==> config.mk <==
export PLATFORM = sky130hd
export DESIGN_NAME = fp16_to_fp8_tile_packer
export DESIGN_NICKNAME = d
export VERILOG_FILES = /design/src/rtl/tc_fp8_pkg.sv /design/src/rtl/fp16_to_e5m2.sv /design/src/rtl/fp16_to_fp8_tile_packer.sv
export SDC_FILE = /design/constraint.sdc
export NUM_CORES = 1
export LEC_CHECK = 0
export ABC_CLOCK_PERIOD_IN_PS = 2550
export CAP_MARGIN = 25
export CORE_MARGIN = 2
export CORE_UTILIZATION = 25
export CTS_BUF_LIST = sky130_fd_sc_hd__clkbuf_2
export CTS_CLUSTER_SIZE = 16
export DETAILED_ROUTE_END_ITERATION = 8
export GPL_ROUTABILITY_DRIVEN = 0
export PLACE_DENSITY = 0.49
export SLEW_MARGIN = 20
export SYNTH_ARGS = -nofsm -noshare
export SYNTH_HDL_FRONTEND = slang
export SYNTH_SLANG_ARGS = --single-unit
==> constraint.sdc <==
create_clock -name clk -period 2.55 [get_ports clk]
set_input_delay 0.255 -clock clk [delete_from_list [all_inputs] [get_ports clk]]
set_output_delay 0.255 -clock clk [all_outputs]
set_load 0.005 [all_outputs]
==> src/rtl/tc_fp8_pkg.sv <==
`default_nettype none
// +----------------------------------------------------------------------+
// | Package : tc_fp8_pkg                                                 |
// | Shared FP16 field layout, E5M2 encodings and packer FSM states.      |
// | Rev 1.0 - initial release                                            |
// +----------------------------------------------------------------------+
package tc_fp8_pkg;

  // FP16 field layout
  localparam int FP16_W        = 16;
  localparam int FP16_SIGN_BIT = 15;
  localparam int FP16_EXP_MSB  = 14;
  localparam int FP16_EXP_LSB  = 10;
  localparam int FP16_MANT_W   = 10;
  localparam logic [4:0] FP16_EXP_MAX = 5'h1F;

  // E5M2 encodings (same exponent bias as FP16)
  localparam int E5M2_W = 8;
  localparam logic [6:0] E5M2_INF_MAG = 7'h7C;
  localparam logic [6:0] E5M2_MAX_MAG = 7'h7B;
  localparam logic [7:0] E5M2_QNAN    = 8'h7F;

  typedef enum logic [0:0] {
    IDLE = 1'b0,
    BUSY = 1'b1
  } state_t;

endpackage
`default_nettype wire

==> src/rtl/fp16_to_e5m2.sv <==
`default_nettype none
// +----------------------------------------------------------------------+
// | Module : fp16_to_e5m2                                                |
// | Combinational FP16 -> E5M2 conversion with round-to-nearest-even.    |
// | Build option FP8_SAT_EN: finite overflow saturates to +/-57344.      |
// | Rev 1.0 - initial release                                            |
// +----------------------------------------------------------------------+
module fp16_to_e5m2
  import tc_fp8_pkg::*;
(
  input  logic [FP16_W-1:0] fp16,
  output logic [E5M2_W-1:0] fp8,
  output logic              ovf
);

  logic       sign;
  logic [4:0] exp_f;
  logic [8:0] low;
  logic       is_nan;
  logic       is_inf;
  logic       inc;
  logic [7:0] mag;

  assign sign   = fp16[FP16_SIGN_BIT];
  assign exp_f  = fp16[FP16_EXP_MSB:FP16_EXP_LSB];
  assign low    = fp16[8:0];
  assign is_nan = (exp_f == FP16_EXP_MAX) && (fp16[FP16_MANT_W-1:0] != '0);
  assign is_inf = (exp_f == FP16_EXP_MAX) && (fp16[FP16_MANT_W-1:0] == '0);

  // RNE on the 8 dropped mantissa bits; a carry out of the kept mantissa
  // walks into the exponent field naturally, covering binade transitions.
  assign inc = low[7] & ((|low[6:0]) | low[8]);
  assign mag = {1'b0, fp16[FP16_EXP_MSB:8]} + {7'b0, inc};

  // Select special encodings, overflow handling or the rounded magnitude
  always_comb begin
    fp8 = {sign, mag[6:0]};
    ovf = 1'b0;
    if (is_nan) begin
      fp8 = E5M2_QNAN;
    end else if (is_inf) begin
      fp8 = {sign, E5M2_INF_MAG};
    end else if (mag >= {1'b0, E5M2_INF_MAG}) begin
      ovf = 1'b1;
`ifdef FP8_SAT_EN
      fp8 = {sign, E5M2_MAX_MAG};
`else
      fp8 = {sign, E5M2_INF_MAG};
`endif
    end
  end

endmodule
`default_nettype wire

==> src/rtl/fp16_to_fp8_tile_packer.sv <==
`default_nettype none
// +----------------------------------------------------------------------+
// | Module : fp16_to_fp8_tile_packer                                     |
// | Buffers a ROWSxCOLS FP16 tile and streams it out as packed E5M2      |
// | rows, one row per valid/ready beat.                                  |
// | Build option FP8_SAT_EN: finite overflow saturates instead of Inf.   |
// | Rev 1.0 - initial release                                            |
// +----------------------------------------------------------------------+
module fp16_to_fp8_tile_packer
  import tc_fp8_pkg::*;
#(
  parameter int ROWS = 4,
  parameter int COLS = 4
) (
  input  logic                       clk,
  input  logic                       rst_n,
  input  logic                       in_valid,
  output logic                       in_ready,
  input  logic [16*ROWS*COLS-1:0]    in_tile,
  output logic                       out_valid,
  input  logic                       out_ready,
  output logic [8*COLS-1:0]          out_data,
  output logic                       out_last,
  output logic                       out_ovf
);

  localparam int CNT_W = (ROWS > 1) ? $clog2(ROWS) : 1;
  localparam int ROW_W = 16 * COLS;
  localparam logic [CNT_W-1:0] LAST_ROW = CNT_W'(ROWS - 1);

  state_t                    state;
  state_t                    state_nxt;
  logic [CNT_W-1:0]          row_cnt;
  logic [CNT_W-1:0]          row_cnt_nxt;
  logic [16*ROWS*COLS-1:0]   buffer;
  logic [ROW_W-1:0]          row_sel;
  logic [8*COLS-1:0]         row_fp8;
  logic [COLS-1:0]           row_ovf;
  logic                      capture;

  assign row_sel = buffer[int'(row_cnt) * ROW_W +: ROW_W];

  generate
    for (genvar c = 0; c < COLS; c++) begin : g_lane
      fp16_to_e5m2 u_cvt (
        .fp16 (row_sel[16*c +: 16]),
        .fp8  (row_fp8[8*c +: 8]),
        .ovf  (row_ovf[c])
      );
    end
  endgenerate

  // Next-state, row advance and output gating; the last-row handshake can
  // capture the following tile in the same edge so there is no bubble.
  always_comb begin
    state_nxt   = state;
    row_cnt_nxt = row_cnt;
    capture     = 1'b0;
    in_ready    = 1'b0;
    out_valid   = 1'b0;
    out_data    = '0;
    out_last    = 1'b0;
    out_ovf     = 1'b0;
    case (state)
      IDLE: begin
        in_ready = 1'b1;
        if (in_valid) begin
          capture     = 1'b1;
          row_cnt_nxt = '0;
          state_nxt   = BUSY;
        end
      end
      BUSY: begin
        out_valid = 1'b1;
        out_data  = row_fp8;
        out_last  = (row_cnt == LAST_ROW);
        out_ovf   = |row_ovf;
        in_ready  = out_last && out_ready;
        if (out_ready) begin
          if (!out_last) begin
            row_cnt_nxt = row_cnt + 1'b1;
          end else begin
            row_cnt_nxt = '0;
            if (in_valid) begin
              capture = 1'b1;
            end else begin
              state_nxt = IDLE;
            end
          end
        end
      end
      default: state_nxt = IDLE;
    endcase
  end

  // State, row counter and tile buffer registers
  always_ff @(posedge clk or negedge rst_n) begin
    if (!rst_n) begin
      state   <= IDLE;
      row_cnt <= '0;
      buffer  <= '0;
    end else begin
      state   <= state_nxt;
      row_cnt <= row_cnt_nxt;
      if (capture) begin
        buffer <= in_tile;
      end
    end
  end

endmodule
`default_nettype wire

==> results.sh <==
export IMPL_synth_seq_cells=259
export IMPL_synth_top_area_cell="dfrtp_1"
export IMPL_final_cell_area_um2=20800
export IMPL_period_minus_slack_ns=3.88
export IMPL_p_leak_nw=8.96
export IMPL_max_cap_violations=0
export IMPL_ios=296
export IMPL_hold_class="input port to register"
export IMPL_startpoint_type="register"
export IMPL_synth_enable_flop_cells=0
export IMPL_fin_util_pct=44.8
export IMPL_cts_buffer_depth=3
export IMPL_worst_slew_pin_slew_ns=0.988
export IMPL_grt_overflow=0
export IMPL_maxSlewViolCount=0
export IMPL_nNetsFinal=1828
export IMPL_synthesis_area_um2=11700
export IMPL_portBuffers=295
export IMPL_detail_route_first_pass_iterations=4
export IMPL_path_clk_slew_ns=0.10
export IMPL_dpl_cell_area_um2=16100
export IMPL_wl_per_cell_um=17.7
export IMPL_initial_core_util_pct=25.3
export IMPL_die_h_um=221
export IMPL_finalWirelength_um=39400
export IMPL_crit_required_ns=2.30
export IMPL_crit_path_end_kind="output port"
export IMPL_setup_viol=286
export IMPL_dpl_hpwl_um=25600
export IMPL_max_freq_mhz=258
export IMPL_grt_usage_pct=15.7
export IMPL_cp_arrival_ns=3.63
export IMPL_fin_worst_skew_ns=0.0716
export IMPL_avgSynthCellArea_um2=14.6
export IMPL_area_delta_synth_final_pct=77.6
export IMPL_drc_errors=0
export IMPL_hold_viol_final=0
export IMPL_cts_sinks=259
export IMPL_power_density_nw_per_um2=1120
export IMPL_grt_max_degree=82
export IMPL_antenna_found_initial=3
export IMPL_core_area_um2=46500
export IMPL_maxSlewHeadroom_pct=34.1
export IMPL_syn_inst=803
export IMPL_routed_via_density=4.39
export IMPL_total_power_mw=23.2
export IMPL_status="complete, but fails checks"
export IMPL_cts_root_buf="clkbuf_2"
export IMPL_drive_gt1_share_pct=42.6
export IMPL_cts_tree="done"
export IMPL_cpMaxStageDelayCell="mux4_1"
export IMPL_antenna_left=0
export IMPL_cp_slowest_stage_delay_ns=0.57
export IMPL_yosysMostFrequentCell="dfrtp_1"
export IMPL_vdd_drop_max_mv=0.559
export IMPL_grt_pass1_wl_um=58500
export IMPL_synth_top_cell_area_share_pct=55.2
export IMPL_worstPathMaxFanout=5
export IMPL_synthDistinctLibCells=50
export IMPL_synth_common_cells="dfrtp_1, mux2_2, clkbuf_1"
export IMPL_crit_chain="buf_12, mux4_1, and2_4, ha_4, xnor2_2, or3b_4, buf_6, a21oi_4, o22ai_1, buf_2"
export IMPL_yosys_warnings=0
export IMPL_finalCritPeriodShare_pct=152
export IMPL_die_area_um2=48700
export IMPL_clk_latency_ns=0.96
export IMPL_synthFlopType="dfrtp_1"
export IMPL_rows=79
export IMPL_critPathKind="register to output port"
export IMPL_die_w_um=221
export IMPL_ctsHtreeMaxLevel=3
export IMPL_violations="setup timing"
export IMPL_async_reset_ff_share_pct=100
export IMPL_rsz0062_at_grt="yes"
export IMPL_grt_pass1_vias=10700
export IMPL_dr_first_iter_drc_count=235
export IMPL_synth_nets=1068
export IMPL_via_count=9740
export IMPL_synth_area_top_cells="dfrtp_1, mux2_2, mux4_2"
export IMPL_seq_area_frac_synth_pct=55.2
export IMPL_cts_buffers=76
export IMPL_setup_slack_ns=-1.33
per-stage QoR:
stage	setup TNS [ns]	hold slack [ns]	setup slack (ns)	cells
floorplan	-0.0347	-0.0406	-0.0347	803
global placement	-13.79	0.272	-0.646	1751
detailed placement	-14.45	0.273	-0.673	1751
CTS	-107.74	0.192	-1.60	2179
global route	-128.22	0.261	-1.58	2221
finish	-97.15	0.419	-1.33	2221
sequential cells by signal (all words and copies together) (netlist names):
| name | flops |
|---|---|
| buffer | 256 |
| row_cnt | 2 |
| state | 1 |
cell type report:
type / count / area [µm²]
multi-input cells: 496 / 5510
clock buffers: 107 / 536
clock inverters: 19 / 109
well taps: 607 / 759
diodes: 3 / 7.51
repair buffers: 726 / 7410
fillers: 4269 / 25600
inverters: 4 / 15.0
flip-flops and latches: 259 / 6490
worst max-delay path, delay by kind of cell, from the launching register on:
| kind | cells | cell delay (ns) |
|---|---|---|
| buffers and inverters | 3 | 0.46 |
| adder cells (fa/ha/maj) | 1 | 0.16 |
| flip-flops | 1 | 0.49 |
| AO/OA/AOI/OAI | 2 | 0.20 |
| multiplexers | 1 | 0.57 |
| AND/OR/NAND/NOR | 2 | 0.63 |
| XOR/XNOR | 1 | 0.14 |
where the power goes:
part | leakage [nW] | internal, mW | total (mW) | switching, mW
clock network | 0.504 | 1.22 | 3.06 | 1.84
registers | 3.10 | 6.19 | 7.29 | 1.10
logic | 5.35 | 7.77 | 12.9 | 5.13
cell families after synthesis:
logic type                 count (synthesis)  synth area share, %
muxes                                    295                 32.1
DFF                                      259                 55.2
and+or+nand+nor                          140                 6.71
buffers and inverters                     48                 1.99
AOI/OAI and AO/OA                         47                 2.78
xor gates and xnor gates                   9                0.672
adders and majority gates                  5                0.533
final timing paths:
check                              from      endpoint  slack (ns)  cells after the start
max                          row_cnt[0]  out_data[17]       -1.33                     10
min                        in_tile[165]   buffer[165]        0.42                      3
max reg2reg                  row_cnt[0]    buffer[34]       -0.36                     15
min reg2reg                 buffer[104]   buffer[104]        0.50                      1
max in group asynchronous         rst_n   buffer[174]        1.68                      4
min in group asynchronous         rst_n     buffer[0]        0.46                      4
layout by cell type, fill, tap and decap left out, types with 22 or more instances in the layout:
cell type        instances
dlygate4sd3_1          261
clkdlybuf4s50_1        258
buf_2                   30
clkbuf_2               107
mux2_2                 253
buf_4                   83
dfrtp_1                257
nor4_1                  23
buf_12                  22
mux4_2                  34
buf_6                   54
what timing repair did:
| action | 4_1_cts | 5_1_grt |
|---|---|---|
| pin swaps | 33 | 32 |
| resized for setup | 258 | 61 |
| setup endpoints to repair | 36 | 291 |
| hold buffers | 262 | 0 |
| endpoints found under the hold margin | 518 | 0 |
| setup buffers | 40 | 35 |
| gates cloned | 2 | 13 |
layer usage:
layer	vias up	wire length (µm)	track usage, %
li1	4568	-	-
met1	4841	17200	19.5
met2	264	19000	26.0
met3	67	2240	4.36
met4	0	963	5.98
met5	-	0	0
No activity file was read; power rests on OpenSTA's default activity.
